[config.mk]
export PLATFORM = sky130hd
export DESIGN_NAME = mem_copy_dma
export DESIGN_NICKNAME = d
export VERILOG_FILES = /design/src/rtl/mem_dma_pkg.sv /design/src/rtl/addr_wrap_inc.sv /design/src/rtl/mem_copy_dma.sv
export SDC_FILE = /design/constraint.sdc
export NUM_CORES = 1
export LEC_CHECK = 0
export CORE_MARGIN = 2
export CORE_UTILIZATION = 40
export DETAILED_ROUTE_END_ITERATION = 7
export PLACE_DENSITY = 0.86
export SETUP_SLACK_MARGIN = 0.05
export SYNTH_ARGS = -nofsm -noshare
export SYNTH_HDL_FRONTEND = slang
export SYNTH_SLANG_ARGS = --single-unit
[constraint.sdc]
create_clock -name clk -period 2.6 [get_ports clk]
set_clock_uncertainty 0.2 [all_clocks]
set_input_delay 0.78 -clock clk [delete_from_list [all_inputs] [get_ports clk]]
set_output_delay 0.78 -clock clk [all_outputs]
set_load 0.005 [all_outputs]
[src/rtl/mem_dma_pkg.sv]
// Shared types and constants for the word-copy DMA: FSM state encoding and default RAM depth.
package mem_dma_pkg;

  localparam int DEPTH_DEFAULT = 16384;

  typedef enum logic [1:0] {
    ST_IDLE = 2'd0,
    ST_RD   = 2'd1,
    ST_WR   = 2'd2,
    ST_FIN  = 2'd3
  } dma_state_e;

  // Address register width for a RAM of the given depth (at least one bit).
  function automatic int addr_bits(input int depth);
    return (depth <= 2) ? 1 : $clog2(depth);
  endfunction

endpackage

[src/rtl/addr_wrap_inc.sv]
// Word-address incrementer that wraps from DEPTH-1 back to 0.
module addr_wrap_inc #(
  parameter int DEPTH = 16384,
  parameter int AW    = 14
) (
  input  logic [AW-1:0] addr,
  output logic [AW-1:0] addr_next
);

  localparam logic [AW-1:0] LAST = AW'(DEPTH - 1);

  always_comb begin
    addr_next = addr + AW'(1);
    if (addr == LAST) addr_next = '0;
  end

endmodule

[src/rtl/mem_copy_dma.sv]
// Word-by-word RAM-to-RAM copy engine (RD/WR alternation, one FIN cycle with done).
// Optional running checksum of copied words: define MEM_COPY_DMA_CHECKSUM_EN.
module mem_copy_dma
  import mem_dma_pkg::*;
#(
  parameter int DEPTH = DEPTH_DEFAULT,
  parameter int LEN_W = 16
) (
  input  logic             clk,
  input  logic             rst,
  input  logic             start,
  input  logic             abort,
  input  logic [31:0]      src_addr,
  input  logic [31:0]      dst_addr,
  input  logic [LEN_W-1:0] len,
  output logic             busy,
  output logic             done,
  output logic [31:0]      address,
  output logic             memrd,
  output logic             memwr,
  output logic [31:0]      ram_in,
  input  logic [31:0]      ram_out,
`ifdef MEM_COPY_DMA_CHECKSUM_EN
  output logic [31:0]      checksum,
`endif
  output dma_state_e       state_dbg
);

  localparam int          AW      = addr_bits(DEPTH);
  localparam logic [31:0] DEPTH_U = 32'(DEPTH);

  // Control handshake: start is a level sampled only in IDLE (abort wins);
  // busy is high in RD/WR, done pulses for the single FIN cycle.
  dma_state_e       state_q, state_d;
  logic [AW-1:0]    src_q, dst_q, src_nx, dst_nx, src_cap, dst_cap;
  logic [LEN_W-1:0] cnt_q;
  logic [31:0]      data_q;
  logic             accept;

  assign state_dbg = state_q;
  assign accept    = (state_q == ST_IDLE) && start && !abort;
  assign src_cap   = AW'(src_addr % DEPTH_U);
  assign dst_cap   = AW'(dst_addr % DEPTH_U);

  addr_wrap_inc #(.DEPTH(DEPTH), .AW(AW)) u_src_inc (
    .addr      (src_q),
    .addr_next (src_nx)
  );

  addr_wrap_inc #(.DEPTH(DEPTH), .AW(AW)) u_dst_inc (
    .addr      (dst_q),
    .addr_next (dst_nx)
  );

  always_ff @(posedge clk) begin
    if (rst) begin
      state_q <= ST_IDLE;
    end else begin
      state_q <= state_d;
    end
  end

  always_comb begin
    state_d = state_q;
    case (state_q)
      ST_IDLE: if (accept) state_d = (len == '0) ? ST_FIN : ST_RD;
      ST_RD:   state_d = abort ? ST_IDLE : ST_WR;
      ST_WR: begin
        if (abort)                    state_d = ST_IDLE;
        else if (cnt_q == LEN_W'(1))  state_d = ST_FIN;
        else                          state_d = ST_RD;
      end
      ST_FIN:  state_d = ST_IDLE;
      default: state_d = ST_IDLE;
    endcase
  end

  always_ff @(posedge clk) begin
    if (rst) begin
      src_q  <= '0;
      dst_q  <= '0;
      cnt_q  <= '0;
      data_q <= '0;
    end else begin
      case (state_q)
        ST_IDLE: begin
          if (accept && len != '0) begin
            src_q <= src_cap;
            dst_q <= dst_cap;
            cnt_q <= len;
          end
        end
        ST_RD: data_q <= ram_out;
        ST_WR: begin
          // Aborted write cycles leave the pointers where they were.
          if (!abort) begin
            src_q <= src_nx;
            dst_q <= dst_nx;
            cnt_q <= cnt_q - LEN_W'(1);
          end
        end
        default: ;
      endcase
    end
  end

`ifdef MEM_COPY_DMA_CHECKSUM_EN
  always_ff @(posedge clk) begin
    if (rst) begin
      checksum <= '0;
    end else if (accept) begin
      checksum <= '0;
    end else if (state_q == ST_RD && !abort) begin
      checksum <= checksum + ram_out;
    end
  end
`endif

  // Outputs are decoded from state and forced low while rst is high so a
  // reset landing in WR cannot leak a final write.
  always_comb begin
    busy    = 1'b0;
    done    = 1'b0;
    memrd   = 1'b0;
    memwr   = 1'b0;
    address = '0;
    ram_in  = '0;
    if (!rst) begin
      case (state_q)
        ST_RD: begin
          busy    = 1'b1;
          memrd   = 1'b1;
          address = 32'(src_q);
        end
        ST_WR: begin
          busy    = 1'b1;
          memwr   = !abort;
          address = 32'(dst_q);
          ram_in  = data_q;
        end
        ST_FIN:  done = 1'b1;
        default: ;
      endcase
    end
  end

endmodule
==> results by group, run 1 <==
Floorplanning
  – Num rows: 39
  – Die Ht: about 110 um
  – CORE AREA: 0.01147 sq mm
  – DIE AREA: between 0.01 and 0.015 sq mm
  – Starting density of the core: between 40% and 50%
  – IO Pins: 186
  – Die X-Extent: roughly 110 um

Drt
  – DR vias/cell: a little under 6
  – Routed via count: 5442
  – Wirelength, routed: approximately 16000 um
  – Drt pass-1 iters: 8
  – Avg WL per Cell: about 17 um
  – DRC: 0
  – 1st-iter DRT viols: 389
  – Antenna Violating Nets Remaining: 0

Synthesis
  – Syn avg cell area: 7.600 sq um
  – Count leader, synth: nor2_1
  – Area contributors post-synth: dfxtp_1, mux2i_1, nor2_1
  – Mapped Cells: 623
  – Synth warnings: 0
  – Post-synth EDFFs: 0
  – Cell Area, Synth: 0.004735 sq mm
  – Sequential-to-total area share from yosys stat: approximately 33%
  – Post-synth top area share: 32.98%
  – Ys async rst share: 0%
  – Register bit total from synthesis: just under 80
  – Cell variety after synth: 60
  – Synth Flop Type: dfxtp_1
  – Synth top cells by count: nor2_1, dfxtp_1, a21oi_1, o21ai_1, nand2_1
  – Post-synth top area cell: dfxtp_1

Finish
  – Layout Nets: 920
  – Layout fillers: 942
  – P&R area growth vs syn: 51.56%
  – Core Util, Final: 62.58%
  – Layout cell share with drive strength beyond 1: approximately a quarter
  – Area of the multi-input gates: between 0.003 and 0.004 sq mm
  – Register area: between 0.0015 and 0.002 sq mm

Global route
  – GRT Resource Usage Total: 23.42%
  – Vias in the first global route: 4853
  – Met3 usage: 3.321%
  – Global-route wire length before repair: 24260 um
  – GRT overflow: 0
  – Largest net degree at the start of global routing: 40
  – Met2 usage: a little under two fifths
  – Initial antenna violation count: 1
  – Met1 Use GR: 31.14%
  – Layer with the highest usage: met2

Timing
  – # setup viols final: 6
  – Tcrit/Tclk final: 101.6%
  – Worst Max-Slew Pin Slew: between 0.6 and 0.7 ns
  – Final min period: 2.641 ns
  – Unrepaired setup endpoints after global routing: true
  – Count of final hold-check violations: 0
  – Final setup margin: -0.04053 ns
  – Fin. max-slew vios: 0
  – Relative slew slack: between 50% and 60%
  – Final TNS setup: -0.1556 ns
  – Max frequency: 378.7 MHz

Worst setup path
  – CP required: 1.62 ns
  – Critical Path Sink Type: primary output
  – Slowest stage delay, CP: 0.34 ns
  – Kind of cell adding the most delay to the critical path: buffers and inverters
  – Worst-path fanout max: 6
  – WP depth: 8
  – Setup CP Type: reg -> out
  – Crit start category: flip-flop
  – Cell Chain, Critical Path: buf_6 > ha_4 > buf_12 > buf_8 > buf_4 > a22oi_2 > nor2_1 > buf_2
  – Arrival @ worst endpoint: approximately 1.7 ns
  – CP max-delay cell: dfxtp_2
  – Crit path buf inv count: 5
  – Worst reg2reg path depth: 6

Power and ir drop
  – Leakage: 3.106 nW
  – Power Density: ~700 mW/mm^2
  – Largest vdd supply drop: 0.3829 mV

Clock tree
  – Clk_lat worst skew: ~0.34 ns
  – Clk sinks: 78
  – H-tree depth: 3
  – Cts bufs inserted: 9
  – CTS max path bufs: 2
  – Hold-fix buffers at CTS: 0
  – CTS tree: done
  – CTS clk-pin slew, worst paths: about 0.060 ns
  – Clock root cell: clkbuf_16

Outcome
  – Failing checks: setup timing
  – Status: finished with violations

Placed design
  – Port bufs: between 100 and 150
  – Dpl hpwl: 9847 um
  – Placer congestion estimate: 0.8710

Worst hold path
  – Hold Crit Class: reg -> reg
  – Hold Path Depth: 2

Run
  – Max Cap Violations: 0
-- cell families after synthesis --
kind of cell	count (synthesis)	synth area share [%]
adders and majority gates	9	2.378
DFF	78	32.98
AOI/OAI and AO/OA	159	20.72
muxes	37	7.875
buffers and inverters	82	8.695
other	1	0.07921
and+or+nand+nor	257	27.27
-- area by class of cell --
type	count	share of cell area, %
timing repair buffer	211	27.99
clock inverter	6	1.203
inverter	15	0.9939
multi-input combinational	480	42.30
sequential	78	21.80
tap	143	2.493
clock buffer	10	3.191
antenna	1	0.03487
-- report_power, final --
| part | total [mW] | leakage (nW) | switching, mW | internal [mW] |
|---|---|---|---|---|
| Combinational | 2.09 | 2.32 | 1.06 | 1.03 |
| Sequential | 1.57 | 0.638 | 0.181 | 1.39 |
| Clock | 1.35 | 0.152 | 0.515 | 0.840 |
| Total | 5.01 | 3.11 | 1.76 | 3.25 |
-- worst reg2reg max path: stages, from the launching register on --
cell and delay (ns):
dfxtp_1 0.38, ha_1 0.25, nand4_1 0.28, o41ai_4 0.75, inv_1 0.10, a221oi_1 0.29
nor3_1 0.08
-- metrics by stage --
step / worst slack (ns) / cells / cell area, sq um / hold slack [ns] / power, mW
after floorplan: 0.07712 / 640 / 4806 / 0.2516 / 2.625
after global placement: -0.4339 / 892 / 6356 / 0.2635 / 3.170
after detailed placement: -0.4340 / 892 / 6356 / 0.2759 / 3.198
after CTS: -0.07149 / 934 / 7067 / 0.2916 / 4.884
after global routing: -0.09506 / 944 / 7176 / 0.3097 / 5.267
final: -0.04053 / 944 / 7176 / 0.2879 / 5.010
-- state kept, by name, summed over array words and instances, names as in the netlist --
name and cells:
state_dbg 2, cnt_q 16, src_q 14, data_q 32, dst_q 14
-- placed cells by master, fill, tap and decap left out, types with 6 or more instances in the layout --
cell type and count:
nor2_1 84, and3_1 33, nor2b_1 19, nand3_1 13, a21oi_1 54, clkbuf_2 22
clkdlybuf4s50_1 65, dlymetal6s2s_1 14, dfxtp_1 76, clkbuf_16 12, mux2i_1 35, buf_4 53
o21ai_1 44, ha_1 6, inv_1 11, nand2_1 39, buf_2 21, o32ai_1 7
a22oi_2 13, nand4_1 10, buf_12 11, nor3_1 15, nor4_1 9, conb_1 18
buf_6 10
-- worst paths after layout --
kind / slack (ns) / endpoint / start
min: 0.29 / data_q[25]$_SDFFE_PP0N_ / data_q[25]$_SDFFE_PP0N_
min reg2reg: 0.29 / data_q[25]$_SDFFE_PP0N_ / data_q[25]$_SDFFE_PP0N_
max: -0.04 / address[2] / state_dbg[1]$_SDFFE_PP0P_
max reg2reg: 0.14 / src_q[1]$_SDFFE_PP0P_ / src_q[1]$_SDFFE_PP0P_
-- metal layers --
metal,wire (um),part of all wire [%],vias up
li1,-,-,2559
met1,6471,40,2521
met2,7842,48,314
met3,1360,8.4,48
met4,537,3.3,0
met5,0,0,-
-- timing repair --
| item | 4_1_cts | 5_1_grt |
|---|---|---|
| gates cloned | 4 | 3 |
| setup buffers | 22 | 7 |
| gates resized for setup | 178 | 70 |
| pin swaps | 17 | 19 |
| setup endpoints to repair | 78 | 89 |
Power figures use the tool's default switching activity.
==> run 2, diff against run 1 <==
--- a/config.mk
+++ b/config.mk
@@ -8,5 +8,7 @@
 export CORE_MARGIN = 2
 export CORE_UTILIZATION = 40
+export CTS_CLUSTER_SIZE = 28
 export DETAILED_ROUTE_END_ITERATION = 7
+export MAX_ROUTING_LAYER = met4
 export PLACE_DENSITY = 0.86
 export SETUP_SLACK_MARGIN = 0.05
==> constraint.sdc (replaced) <==
create_clock -name clk -period 2.6 [get_ports clk]
set_clock_uncertainty 0.2 [all_clocks]
set_input_delay 0.39 -clock clk [delete_from_list [all_inputs] [get_ports clk]]
set_output_delay 0.39 -clock clk [all_outputs]
set_load 0.005 [all_outputs]
==> run 2 against run 1 <==
  * The run now ends clean
  * Final area fell by 6.3%
  * Combinational power fell by 17%
  * Hold slack got worse by 0.0049 ns
  * Worst setup slack improved by 0.15 ns
  * Sequential power barely moved
  * Critical path depth fell by 3
==> results by group, run 2 (synthesized netlist as in run 1, its figures left out) <==
Power and ir drop
  – Power Density: between 600 and 700 mW/mm^2
  – Leakage: 2.765 nW
  – Largest vdd supply drop: 0.4852 mV

Finish
  – Top reg by flops: data_q
  – Layout Nets: between 800 and 900
  – Commonest non-fill, non-tap cell in the layout: clkdlybuf4s50_1
  – Final instance area: 0.006720 sq mm
  – Antenna Diode Count: 0
  – Regs by FF count: data_q: 32 flops, cnt_q: 16 flops
  – Layout cell share with drive strength beyond 1: 9.775%
  – Most frequent cells in the layout: clkdlybuf4s50_1, nor2_1, dfxtp_1
  – Max reg flops: 32
  – P&R area growth vs syn: 41.94%

Clock tree
  – Clk sinks: 78
  – CTS tree: done
  – Clk_lat worst skew: between 0.3 and 0.4 ns
  – H-tree depth: 3
  – Hold-fix buffers at CTS: 0
  – CTS clk-pin slew, worst paths: 0.06 ns
  – Clock root cell: clkbuf_16
  – Cts bufs inserted: 9
  – CTS max path bufs: 2

Global route
  – GRT Resource Usage Total: 22.82%
  – Vias in the first global route: 4688
  – Global-route wire length before repair: 23090 um
  – GRT overflow: 0
  – Initial antenna violation count: 0
  – Largest net degree at the start of global routing: 80

Drt
  – 1st-iter DRT viols: about 370
  – Wirelength, routed: approximately 14000 um
  – DRC: 0
  – Antenna Violating Nets Remaining: 0
  – Avg WL per Cell: 15.97 um
  – Drt pass-1 iters: 4
  – DR vias/cell: 5.594
  – Routed via count: 5035

Run
  – Max Cap Violations: 0

Floorplanning
  – IO Pins: between 150 and 200
  – Die Ht: 112.8 um
  – Die X-Extent: 112.8 um
  – Num rows: 39
  – Starting density of the core: around two fifths
  – CORE AREA: 0.01147 sq mm
  – DIE AREA: 0.01272 sq mm

Worst setup path
  – Kind of cell adding the most delay to the critical path: buffers and inverters
  – CP max-delay cell: clkdlybuf4s50_1
  – Arrival @ worst endpoint: between 1.5 and 2 ns
  – Cell Chain, Critical Path: inv_2 > ha_1 > nand2_1 > nor2_1 > clkdlybuf4s50_1
  – Slowest stage delay, CP: 0.55 ns
  – Crit path buf inv count: 2
  – Critical Path Sink Type: primary output
  – Crit start category: flip-flop
  – CP required: 2.01 ns
  – Setup CP Type: reg -> out
  – Worst-path fanout max: 4

Timing
  – Relative slew slack: 61.66%
  – Tcrit/Tclk final: 95.70%
  – Final min period: roughly 2.5 ns
  – Worst Max-Slew Pin Slew: 0.5750 ns
  – Max frequency: 401.9 MHz
  – Fin. max-slew vios: 0
  – Count of final hold-check violations: 0
  – # setup viols final: 0
  – Final TNS setup: 0 ns
  – Unrepaired setup endpoints after global routing: true

Worst hold path
  – Hold Crit Class: reg -> reg

Placed design
  – Placer congestion estimate: 0.9264
  – Port bufs: 131
  – Dpl hpwl: 9795 um
  – Dpl cell area: 0.006251 sq mm

Outcome
  – Status: finished clean
run 2: cell count changes in the layout (fill, tap and decap cells not counted), moves of 4 or more:
cell             before  now
and3_4                4    0
buf_2                21    1
a22oi_1               2   15
buf_12               11    7
buf_6                10    2
nor4_1                9   13
dlymetal6s2s_1       14    9
and3_1               33   37
a22oi_2              13    0
clkdlybuf4s15_1       5    0
buf_4                53   28
clkbuf_2             22    0
clkdlybuf4s50_1      65  120
run 2: per-stage QoR:
stage | hold WS (ns) | power [mW] | worst slack, ns | util [%] | std cells
after floorplan | 0.2516 | 2.619 | 0.1739 | - | 640
after global placement | 0.2624 | 3.142 | 0.05511 | 54.51 | 878
after detailed placement | 0.2695 | 3.174 | 0.06631 | 54.51 | 878
after CTS | 0.2859 | 4.627 | 0.05814 | 58.01 | 896
after global routing | 0.3090 | 4.920 | 0.04644 | 58.60 | 900
final | 0.2831 | 4.653 | 0.1117 | 58.60 | 900
run 2: layout make-up:
cell class,instances,area [sq um]
well taps,143,178.9
clock buffers,11,252.7
repair buffers,169,1733
multi-input cells,480,2860
flip-flops and latches,78,1569
clock inverters,4,70.07
inverters,15,56.30
fillers,997,4747
run 2: repair_timing:
item	CTS	global route
buffers inserted	2	4
gates cloned	1	0
gates resized for setup	11	11
setup endpoints to repair	48	20
run 2: report_power, final:
part / leakage, nW / switching, mW / total, mW / internal, mW
registers: 0.639 / 0.171 / 1.56 / 1.39
logic: 1.97 / 0.904 / 1.73 / 0.821
clock network: 0.161 / 0.484 / 1.37 / 0.884
run 2: per-layer routing:
layer  wire length (um)  track usage, %
met3                948           4.713
met2               7014           36.89
met1               6063           28.39
met4                350           7.967
met5                  0               -
run 2: worst reg2reg max path, stage by stage, from the launching register on:
cell and delay [ns]:
dfxtp_1 0.41, ha_1 0.25, nand4_1 0.25, o41ai_4 0.52
buf_4 0.23, a31oi_1 0.06, o21ai_1 0.19, a21oi_1 0.09
run 2: worst paths after layout:
kind | startpoint | end | slack (ns) | cells after the start
worst max-delay path | state_dbg[0]$_SDFFE_PP0P_ | address[0] | 0.11 | 5
worst max register to register | src_q[0]$_SDFFE_PP0P_ | src_q[13]$_SDFFE_PP0P_ | 0.28 | 7
worst min register to register | data_q[9]$_SDFFE_PP0N_ | data_q[9]$_SDFFE_PP0N_ | 0.28 | 2
worst min-delay path | data_q[9]$_SDFFE_PP0N_ | data_q[9]$_SDFFE_PP0N_ | 0.28 | 2
==> run 3, diff against run 2 <==
- CAP_MARGIN: default -> 40
==> results of run 3 <==
No change in the layout: final DEF, timing and power equal those of run 2.
